**config.mk**
```make
export PLATFORM = sky130hd
export DESIGN_NAME = hazard_controller_flat
export DESIGN_NICKNAME = d
export VERILOG_FILES = /design/src/rtl/rv32i_types.sv /design/src/rtl/hazard_controller_if.sv /design/src/rtl/sat_counter.sv /design/src/rtl/hazard_controller.sv /design/src/flat_wrapper.sv
export SDC_FILE = /design/constraint.sdc
export NUM_CORES = 1
export LEC_CHECK = 0
export ABC_AREA = 1
export ABC_CLOCK_PERIOD_IN_PS = 3090
export CORE_MARGIN = 4
export CORE_UTILIZATION = 57
export CTS_BUF_LIST = sky130_fd_sc_hd__clkbuf_8
export DETAILED_ROUTE_END_ITERATION = 6
export PLACE_DENSITY = 0.91
export SETUP_SLACK_MARGIN = 0.05
export SLEW_MARGIN = 20
export SYNTH_ARGS = -nofsm -noshare
export SYNTH_HDL_FRONTEND = slang
export SYNTH_SLANG_ARGS = --single-unit
```
**constraint.sdc**
```tcl
create_clock -name clk -period 3.09 [get_ports clk]
set_input_delay 0.7725 -clock clk [delete_from_list [all_inputs] [get_ports clk]]
set_output_delay 0.7725 -clock clk [all_outputs]
set_load 0.02 [all_outputs]
```
**src/rtl/rv32i_types.sv**
```systemverilog
`default_nettype none
// ============================================================================
// Package     : rv32i_types
// Description : Shared types and constants for the rv32i pipeline control
//               logic: the hazard controller state encoding, the canonical
//               NOP instruction and a register-match helper.
// Revision    : 1.0 - initial release
// ============================================================================
package rv32i_types;

   // Hazard controller sequencing states.
   typedef enum logic [1:0] {
      ST_RUN      = 2'd0,
      ST_MEM_WAIT = 2'd1,
      ST_LU_STALL = 2'd2
   } hz_state_e;

   // addi x0, x0, 0 : the canonical rv32i NOP inserted by bubbles and flushes.
   localparam logic [31:0] NOP_INSTR = 32'h0000_0013;

   // Width of the load-use bubble counter (covers up to 3 bubbles).
   localparam int LU_CNT_W = 2;

   // True when an operand is actually read and names the given register.
   function automatic logic src_hits(input logic       use_src,
                                     input logic [4:0] src,
                                     input logic [4:0] dest);
      return use_src && (src == dest);
   endfunction

endpackage : rv32i_types
`default_nettype wire

```
**src/rtl/hazard_controller_if.sv**
```systemverilog
`default_nettype none
// ============================================================================
// Interface   : hazard_controller_if
// Description : Bundles the pipeline-side signals seen by the hazard
//               controller: cache handshakes, EX/MEM operand information,
//               branch resolution, and the per-stage hold/bubble/flush
//               controls returned to the pipeline.
//   master : pipeline datapath (drives status, receives controls)
//   slave  : hazard controller (receives status, drives controls)
// Revision    : 1.0 - initial release
// ============================================================================
interface hazard_controller_if;

   // Cache handshakes
   logic       imem_read;
   logic       imem_resp;
   logic       dmem_read;
   logic       dmem_write;
   logic       dmem_resp;

   // Operand / destination information for load-use detection
   logic [4:0] id_ex_src1;
   logic [4:0] id_ex_src2;
   logic       id_ex_use1;
   logic       id_ex_use2;
   logic [4:0] ex_mem_dest;
   logic       ex_mem_is_load;

   // Branch resolution from EX
   logic       br_taken;

   // Pipeline controls
   logic       hold_if;
   logic       hold_id;
   logic       hold_ex;
   logic       hold_mem;
   logic       bubble_mem;
   logic       flush_if_id;
   logic       flush_id_ex;
   logic       pc_redirect;

   modport master (
      output imem_read, imem_resp, dmem_read, dmem_write, dmem_resp,
      output id_ex_src1, id_ex_src2, id_ex_use1, id_ex_use2,
      output ex_mem_dest, ex_mem_is_load, br_taken,
      input  hold_if, hold_id, hold_ex, hold_mem, bubble_mem,
      input  flush_if_id, flush_id_ex, pc_redirect
   );

   modport slave (
      input  imem_read, imem_resp, dmem_read, dmem_write, dmem_resp,
      input  id_ex_src1, id_ex_src2, id_ex_use1, id_ex_use2,
      input  ex_mem_dest, ex_mem_is_load, br_taken,
      output hold_if, hold_id, hold_ex, hold_mem, bubble_mem,
      output flush_if_id, flush_id_ex, pc_redirect
   );

endinterface : hazard_controller_if
`default_nettype wire

```
**src/rtl/sat_counter.sv**
```systemverilog
`default_nettype none
// ============================================================================
// Module      : sat_counter
// Description : Up-counter that sticks at all-ones instead of wrapping.
//   clk   : clock
//   rst   : asynchronous active-low reset, clears the count
//   en    : count this cycle
//   count : current value
// Revision    : 1.0 - initial release
// ============================================================================
module sat_counter #(
   parameter int WIDTH = 32
) (
   input  logic             clk,
   input  logic             rst,
   input  logic             en,
   output logic [WIDTH-1:0] count
);

   localparam logic [WIDTH-1:0] ONE = {{(WIDTH-1){1'b0}}, 1'b1};

   always_ff @(posedge clk or negedge rst) begin
      if (!rst) begin
         count <= '0;
      end else if (en && (count != '1)) begin
         count <= count + ONE;
      end
   end

endmodule : sat_counter
`default_nettype wire

```
**src/rtl/hazard_controller.sv**
```systemverilog
`default_nettype none
// ============================================================================
// Module      : hazard_controller
// Description : Pipeline sequencing controller for the 5-stage rv32i core.
//               Converts cache waits, load-use hazards and taken branches
//               into per-stage hold, bubble and flush controls, and keeps
//               saturating stall / flush performance counters.
//   clk          : core clock
//   rst          : asynchronous active-low reset
//   bus          : hazard_controller_if.slave (handshakes in, controls out)
//   stall_cycles : cycles with any stage held
//   flush_count  : redirects performed
// Revision    : 1.0 - initial release
// ============================================================================
module hazard_controller
   import rv32i_types::*;
#(
   parameter int CNT_W      = 32,
   parameter int LU_BUBBLES = 1
) (
   input  logic                 clk,
   input  logic                 rst,
   hazard_controller_if.slave   bus,
   output logic [CNT_W-1:0]     stall_cycles,
   output logic [CNT_W-1:0]     flush_count
);

   // Remaining bubbles after the one issued on the detection cycle.
   localparam logic [LU_CNT_W-1:0] LU_INIT = LU_CNT_W'(LU_BUBBLES - 1);

   hz_state_e           state;
   hz_state_e           state_nxt;
   logic [LU_CNT_W-1:0] lu_cnt;
   logic [LU_CNT_W-1:0] lu_cnt_nxt;
   logic                redirect_pending;
   logic                pending_nxt;
   // Low for the first cycle after reset so all controls stay quiet then.
   logic                out_en;

   logic mem_busy;
   logic lu_hazard;

   logic hold_if_c;
   logic hold_id_c;
   logic hold_ex_c;
   logic hold_mem_c;
   logic bubble_c;
   logic redirect_c;

   // ------------------------------------------------------------------------
   // Hazard detection
   // ------------------------------------------------------------------------
   assign mem_busy = ((bus.dmem_read | bus.dmem_write) & ~bus.dmem_resp)
                   | (bus.imem_read & ~bus.imem_resp);

   // Loads into x0 never produce data, so they never create a dependency.
   assign lu_hazard = bus.ex_mem_is_load
                    & (bus.ex_mem_dest != 5'd0)
                    & ( src_hits(bus.id_ex_use1, bus.id_ex_src1, bus.ex_mem_dest)
                      | src_hits(bus.id_ex_use2, bus.id_ex_src2, bus.ex_mem_dest));

   // ------------------------------------------------------------------------
   // State register
   // ------------------------------------------------------------------------
   always_ff @(posedge clk or negedge rst) begin
      if (!rst) begin
         state            <= ST_RUN;
         lu_cnt           <= '0;
         redirect_pending <= 1'b0;
         out_en           <= 1'b0;
      end else begin
         state            <= state_nxt;
         lu_cnt           <= lu_cnt_nxt;
         redirect_pending <= pending_nxt;
         out_en           <= 1'b1;
      end
   end

   // ------------------------------------------------------------------------
   // Next state and control outputs. Priority: memory wait, then load-use,
   // then redirect. A branch that cannot be served now is parked in
   // redirect_pending and retried on the first free cycle.
   // ------------------------------------------------------------------------
   always_comb begin
      state_nxt   = state;
      lu_cnt_nxt  = lu_cnt;
      pending_nxt = redirect_pending;
      hold_if_c   = 1'b0;
      hold_id_c   = 1'b0;
      hold_ex_c   = 1'b0;
      hold_mem_c  = 1'b0;
      bubble_c    = 1'b0;
      redirect_c  = 1'b0;

      if (!out_en) begin
         state_nxt = ST_RUN;
      end else if (mem_busy) begin
         // Freeze the whole pipe; the response cycle itself is not held.
         hold_if_c  = 1'b1;
         hold_id_c  = 1'b1;
         hold_ex_c  = 1'b1;
         hold_mem_c = 1'b1;
         state_nxt  = ST_MEM_WAIT;
         if (bus.br_taken) begin
            pending_nxt = 1'b1;
         end
      end else if (state == ST_LU_STALL) begin
         // Extra bubbles: the load is already gone, so no re-detection.
         hold_if_c  = 1'b1;
         hold_id_c  = 1'b1;
         bubble_c   = 1'b1;
         lu_cnt_nxt = lu_cnt - 1'b1;
         if (lu_cnt <= 2'd1) begin
            lu_cnt_nxt = '0;
            state_nxt  = ST_RUN;
         end
         if (bus.br_taken) begin
            pending_nxt = 1'b1;
         end
      end else if (lu_hazard) begin
         // Hold IF/ID, bubble EX/MEM, let the load drain into MEM/WB.
         hold_if_c = 1'b1;
         hold_id_c = 1'b1;
         bubble_c  = 1'b1;
         if (LU_BUBBLES > 1) begin
            lu_cnt_nxt = LU_INIT;
            state_nxt  = ST_LU_STALL;
         end else begin
            state_nxt  = ST_RUN;
         end
         if (bus.br_taken) begin
            pending_nxt = 1'b1;
         end
      end else begin
         state_nxt = ST_RUN;
         if (bus.br_taken || redirect_pending) begin
            redirect_c  = 1'b1;
            pending_nxt = 1'b0;
         end
      end
   end

   assign bus.hold_if     = hold_if_c;
   assign bus.hold_id     = hold_id_c;
   assign bus.hold_ex     = hold_ex_c;
   assign bus.hold_mem    = hold_mem_c;
   assign bus.bubble_mem  = bubble_c;
   assign bus.pc_redirect = redirect_c;
   assign bus.flush_if_id = redirect_c;
   assign bus.flush_id_ex = redirect_c;

   // ------------------------------------------------------------------------
   // Performance counters
   // ------------------------------------------------------------------------
   sat_counter #(
      .WIDTH (CNT_W)
   ) u_stall_cnt (
      .clk   (clk),
      .rst   (rst),
      .en    (hold_if_c | hold_id_c | hold_ex_c | hold_mem_c),
      .count (stall_cycles)
   );

   sat_counter #(
      .WIDTH (CNT_W)
   ) u_flush_cnt (
      .clk   (clk),
      .rst   (rst),
      .en    (redirect_c),
      .count (flush_count)
   );

endmodule : hazard_controller
`default_nettype wire

```
**src/flat_wrapper.sv**
```systemverilog
// flat-port wrapper written by rule: the top's interface ports become plain ports
module hazard_controller_flat import rv32i_types::*;
#(
   parameter int CNT_W      = 32,
   parameter int LU_BUBBLES = 1
)
  (clk, rst, stall_cycles, flush_count, bus_imem_read, bus_imem_resp, bus_dmem_read, bus_dmem_write, bus_dmem_resp, bus_id_ex_src1, bus_id_ex_src2, bus_id_ex_use1, bus_id_ex_use2, bus_ex_mem_dest, bus_ex_mem_is_load, bus_br_taken, bus_hold_if, bus_hold_id, bus_hold_ex, bus_hold_mem, bus_bubble_mem, bus_flush_if_id, bus_flush_id_ex, bus_pc_redirect);
  hazard_controller_if bus_i ();
  input  logic clk;
  input  logic rst;
  output logic [CNT_W-1:0] stall_cycles;
  output logic [CNT_W-1:0] flush_count;
  input wire logic [$bits(bus_i.imem_read)-1:0] bus_imem_read;
  input wire logic [$bits(bus_i.imem_resp)-1:0] bus_imem_resp;
  input wire logic [$bits(bus_i.dmem_read)-1:0] bus_dmem_read;
  input wire logic [$bits(bus_i.dmem_write)-1:0] bus_dmem_write;
  input wire logic [$bits(bus_i.dmem_resp)-1:0] bus_dmem_resp;
  input wire logic [$bits(bus_i.id_ex_src1)-1:0] bus_id_ex_src1;
  input wire logic [$bits(bus_i.id_ex_src2)-1:0] bus_id_ex_src2;
  input wire logic [$bits(bus_i.id_ex_use1)-1:0] bus_id_ex_use1;
  input wire logic [$bits(bus_i.id_ex_use2)-1:0] bus_id_ex_use2;
  input wire logic [$bits(bus_i.ex_mem_dest)-1:0] bus_ex_mem_dest;
  input wire logic [$bits(bus_i.ex_mem_is_load)-1:0] bus_ex_mem_is_load;
  input wire logic [$bits(bus_i.br_taken)-1:0] bus_br_taken;
  output wire logic [$bits(bus_i.hold_if)-1:0] bus_hold_if;
  output wire logic [$bits(bus_i.hold_id)-1:0] bus_hold_id;
  output wire logic [$bits(bus_i.hold_ex)-1:0] bus_hold_ex;
  output wire logic [$bits(bus_i.hold_mem)-1:0] bus_hold_mem;
  output wire logic [$bits(bus_i.bubble_mem)-1:0] bus_bubble_mem;
  output wire logic [$bits(bus_i.flush_if_id)-1:0] bus_flush_if_id;
  output wire logic [$bits(bus_i.flush_id_ex)-1:0] bus_flush_id_ex;
  output wire logic [$bits(bus_i.pc_redirect)-1:0] bus_pc_redirect;
  assign bus_i.imem_read = bus_imem_read;
  assign bus_i.imem_resp = bus_imem_resp;
  assign bus_i.dmem_read = bus_dmem_read;
  assign bus_i.dmem_write = bus_dmem_write;
  assign bus_i.dmem_resp = bus_dmem_resp;
  assign bus_i.id_ex_src1 = bus_id_ex_src1;
  assign bus_i.id_ex_src2 = bus_id_ex_src2;
  assign bus_i.id_ex_use1 = bus_id_ex_use1;
  assign bus_i.id_ex_use2 = bus_id_ex_use2;
  assign bus_i.ex_mem_dest = bus_ex_mem_dest;
  assign bus_i.ex_mem_is_load = bus_ex_mem_is_load;
  assign bus_i.br_taken = bus_br_taken;
  assign bus_hold_if = bus_i.hold_if;
  assign bus_hold_id = bus_i.hold_id;
  assign bus_hold_ex = bus_i.hold_ex;
  assign bus_hold_mem = bus_i.hold_mem;
  assign bus_bubble_mem = bus_i.bubble_mem;
  assign bus_flush_if_id = bus_i.flush_if_id;
  assign bus_flush_id_ex = bus_i.flush_id_ex;
  assign bus_pc_redirect = bus_i.pc_redirect;
  hazard_controller #(.CNT_W(CNT_W), .LU_BUBBLES(LU_BUBBLES)) u_core (.clk(clk), .rst(rst), .bus(bus_i), .stall_cycles(stall_cycles), .flush_count(flush_count));
endmodule
```
======== After elaboration in Yosys (flattened, before gate mapping) ========
Cells that the tools add are included.
word-level totals
  logic and storage cells ................. 60
  register bits ........................... 70
  input bits .............................. 26
  output and inout port bits .............. 72
cells by class
  $add $sub $neg .......................... 3
  bitwise operators ....................... 12
  eq/ne operators ......................... 6
  order comparisons ....................... 1
  multiplexer cells ....................... 23
  reduce and logical (&&, ||, !) cells .... 9
operators with widths
  cell                   count
  $add 32x1->32 const B  2
  $ne 32x32->1 const B   2
  $mux 1                 18
  $eq 5x5->1             2
  $mux 2                 5
  $or 1x1->1             5
  $reduce_bool 5->1      1
  $and 1x1->1            4
  $logic_and 1x1->1      4
  $ne 4x4->1 const B     1
  $reduce_bool 4->1      1
  $not 1->1              3
  $reduce_and 3->1       1
  $eq 2x2->1 const B     1
  $le 2x1->1 const B     1
  $reduce_and 2->1       1
  $sub 2x1->2 const B    1
  $logic_or 1x1->1       1

======== Longest topological paths before layout ========
  depth after elaboration ................. 11
  gate-level depth with buffers ........... 12

======== Hierarchy ========
From an unflattened synthesis, not the netlist that was laid out.
second synthesis, totals
  cells, all modules ...................... 744
  area total of the unflattened synthesis .. 4,755.8 um^2
modules (own cells, without submodules)
  module             times used  area an instance (um^2)  cells each  seq. area each (um^2)
  sat_counter        2           2,190.9                  333         800.8
  hazard_controller  1           374.1                    78          50.0

======== Least setup slack after synthesis ========
Ideal clock, no wire load.
  path kind ............................... input to output
  from .................................... input port bus_ex_mem_dest[2]
  to ...................................... output port bus_hold_if
  stages .................................. 9
  setup slack ............................. 0.314 ns
  arrival time ............................ 2.004 ns
  path buffers ............................ 2
  cells stage by stage .................... inv_1 nor2_1 nor2_1 nand3_1 nand2_1 nand3_1 nand2_2 buf_1 buf_4
between the ends
  word-level cells in the longest chain between the ends .. 8
ends and longest elaborated chain
  element                  RTL line                 source
  start, declared          flat_wrapper.sv:22       input wire logic [$bits(bus_i.ex_mem_dest)-1:0] bus_ex_mem_dest;
  $eq 5x5->1               rv32i_types.sv:28        return use_src && (src == dest);
  $logic_and 1x1->1        rv32i_types.sv:28
  $or 1x1->1               hazard_controller.sv:60  | src_hits(bus.id_ex_use2, bus.id_ex_src2, bus.ex_mem_dest));
  $and 1x1->1 (*)          hazard_controller.sv:59  & ( src_hits(bus.id_ex_use1, bus.id_ex_src1, bus.ex_mem_dest)
  $mux 1 (*) (4 in a row)  --
  end, declared            flat_wrapper.sv:25       output wire logic [$bits(bus_i.hold_if)-1:0] bus_hold_if;
Every way passes the cells marked *; elsewhere a longest branch is shown, timed or not.

======== Final worst setup path ========
  from .................................... input port bus_ex_mem_dest[2]
  to ...................................... output port bus_hold_id
between the ends
  word-level cells in the longest chain between the ends .. 8
ends and longest elaborated chain
  element            RTL line                  source
  $eq 5x5->1         rv32i_types.sv:28
  $logic_and 1x1->1  rv32i_types.sv:28
  $or 1x1->1         hazard_controller.sv:60
  $and 1x1->1 (*)    hazard_controller.sv:59
  $mux 1 (*)         hazard_controller.sv:120  end else if (lu_hazard) begin
  $mux 1 (*)         hazard_controller.sv:107  end else if (state == ST_LU_STALL) begin
  $mux 1 (*)         hazard_controller.sv:97   end else if (mem_busy) begin
  $mux 1 (*)         hazard_controller.sv:95   if (!out_en) begin
  end, declared      flat_wrapper.sv:26        output wire logic [$bits(bus_i.hold_id)-1:0] bus_hold_id;
Marks and branches as above.

==> impl_metrics.ini <==
[finish]
finalNetCount = 839
layout_common_cells = nand2_1, clkdlybuf4s50_1, nor2_1
diodes = 0
area_growth_pct = 28.7
drive_gt1_frac = 0.0748
fin_area_sq_mm = 0.00592
fin_util = 0.759
fill_cells = 645
final_common_cell = nand2_1

[timing]
rsz0062_at_grt = yes
min_period_ps = 2960
timing.hold.ws_ps = 347
fin_crit_sh = 0.957
finalSetupViolCount = 0
slew_violations = 0
fin_ws_ps = 133
max_freq_ghz = 0.338
skew_ps = 10.0
hold_viol = 0

[routing]
dr.pass1.iters = 7
drtIter0Drc = 336
routed_via_density = 5.49
num_vias = 5042
drc = 1
ant_nets = 0
routedWlPerCell_um = 14.9
totalWireLength_um = 13700

[place]
pre_cts_ws_ps = -431
gp_congestion = 0.954
place_area_sq_mm = 0.00567
portBuffers = 97
dp_hpwl_um = 10300

[setup_path]
worstPathMaxFanout = 4
endpoint_kind = primary output
r2r_slack_ps = 690
crit_required_ps = 2320
start_kind = input pin
critPathKind = in2out
r2r_cells = 10
crit_path_start = bus_ex_mem_dest[2]
crit_end = bus_hold_id
cp_data_arrival_time_ps = 2180
reg2reg_from = u_core.u_stall_cnt.count[0]
regToRegEndpoint = u_core.u_stall_cnt.count[30]

[floorplanning]
fp.dieH_um = 97.9
core_sq_mm = 0.00781
die_area_sq_mm = 0.00958
initial_utilization = 0.590
rows = 32
ioPinCount = 98
die_w_um = 97.9

[yosys]
ys_warn_count = 0
synth_area_leaders = dfrtp_1, nand2_1, nor2_1, nand3_1, xor2_1
synth_top_cell_by_area = dfrtp_1
syn_nets = 738
syn_area_sq_mm = 0.00460
ys_ff_latch = 66
ys_seq_area_frac = 0.359
synth_cell_types = 27
synth_top_area_frac = 0.359
syn-instance-count = 710
synth_area_per_cell_sq_um = 6.48

[cts]
hold_buffers = 0
cts.path.max_buffers = 2
ctsHtreeMaxLevel = 3
clock-sinks = 66
insertion_delay_ps = 350
cts-buffers-inserted = 9
path_clk_slew_ps = 80
root_buffer = clkbuf_8
cts_tree = yes
cts_setup_buffers = 0

[status]
violations = design-rule violations
status = complete, but fails checks

[power]
powerDensity_mw_per_mm2 = 389
p_leak_nw = 2.66
power_frac_clock = 0.360
intPower_w = 0.00158
p_seq_frac = 0.440
peakVddDrop_mv = 0.462
p_sw_w = 0.000725
power.share.switching = 0.315
comb_power_share = 0.200

[global_route]
track_usage = 0.288
met1_usage = 0.385
grt_max_degree = 52
grt_pass1_vias = 4836
grtUsageMet2 = 0.473
grt-ovfl-total = 0
use_met3 = 0.0521
grt_antenna_before_repair = 0
grt_pass1_wl_um = 22900
busiest_layer = met2

[min_path]
hp-class = in2async

[job]
maxCapViolCount = 0
cells in the mapped netlist:
| master | instances |
|---|---|
| nand2_2 | 4 |
| nor2_4 | 2 |
| nor2_2 | 6 |
| a21boi_1 | 1 |
| nand3b_1 | 8 |
| dfrtp_1 | 66 |
| buf_2 | 6 |
| inv_1 | 60 |
| buf_1 | 2 |
| o21ai_0 | 4 |
| nand2_1 | 294 |
| inv_2 | 1 |
| nor2_1 | 87 |
| clkbuf_1 | 1 |
| ha_1 | 2 |
| nand3_1 | 62 |
| nand3_2 | 4 |
| buf_6 | 3 |
| o21ai_1 | 18 |
| xor2_1 | 27 |
| o22ai_1 | 1 |
| nor3_2 | 1 |
| conb_1 | 1 |
| nor3_1 | 21 |
| xnor2_1 | 13 |
| nand4_1 | 7 |
| buf_4 | 8 |
layer usage:
| layer | up-vias | part of all wire |
|---|---|---|
| li1 | 2417 | - |
| met4 | 0 | 0.020 |
| met1 | 2342 | 0.42 |
| met2 | 252 | 0.47 |
| met5 | - | 0 |
| met3 | 31 | 0.083 |
through the flow:
stage	power, W	setup TNS [ps]	std cells
after floorplan	0.00125	0	710
after detailed placement	0.00148	-2480	902
after global routing	0.00241	0	918
after global placement	0.00147	-1780	902
after CTS	0.00230	0	918
final	0.00230	0	918
state kept, by name (all words and copies together) (netlist names):
signal                    flops
u_core.u_flush_cnt.count     32
u_core.redirect_pending       1
u_core.out_en                 1
u_core.u_stall_cnt.count     32
power by group through the flow:
stage                     sequential, W  clock (W)  combinational (W)
final                           0.00101   0.000830           0.000460
after global routing            0.00102   0.000876           0.000508
after CTS                       0.00101   0.000833           0.000460
after detailed placement        0.00103          0           0.000455
after global placement          0.00103          0           0.000443
after floorplan                 0.00106          0           0.000195
logic make-up (layout without fill, tap and decap cells):
group / count (synthesis) / after routing / share of synthesized area
xor+xnor: 40 / 40 / 0.0761
simple gates: 496 / 496 / 0.453
fa+ha+maj: 2 / 2 / 0.00544
flops: 66 / 66 / 0.359
other cells: 1 / 1 / 0.000815
compound gates: 24 / 24 / 0.0269
buf+inv: 81 / 187 / 0.0791
cell type report:
type / instances / area [sq um] / share of cell area
multi-input cells: 563 / 2620 / 0.443
flip-flops and latches: 66 / 1650 / 0.279
repair buffers: 110 / 1070 / 0.180
inverters: 61 / 229 / 0.0386
well taps: 102 / 128 / 0.0215
clock buffers: 9 / 124 / 0.0209
clock inverters: 7 / 103 / 0.0173
worst min-delay path by stage:
stage / to / slack, ps / cells after the start / from
2_1_floorplan: u_core.redirect_pending / 470 / 2 / u_core.redirect_pending
3_3_place_gp: u_core.redirect_pending / 480 / 2 / u_core.redirect_pending
3_5_place_dp: u_core.redirect_pending / 490 / 2 / u_core.redirect_pending
4_1_cts: u_core.u_flush_cnt.count[29] / 350 / 1 / rst
5_1_grt: u_core.u_flush_cnt.count[29] / 370 / 1 / rst
6_report: u_core.u_flush_cnt.count[14] / 350 / 1 / rst
timing repair:
action                                  4_1_cts  5_1_grt
endpoints found under the hold margin         0        0
endpoints found under the setup margin        8        6
gates resized for setup                      31       11
pin swaps                                     2        2
critical path, cell delays in order:
cell and delay, ps:
clkdlybuf4s50_1 420, inv_1 120, nand4_1 100, o21ai_0 160, inv_1 100, buf_4 150
nand3_1 110, nand2_4 100, buf_6 140
No activity file was read; power rests on OpenSTA's default activity.
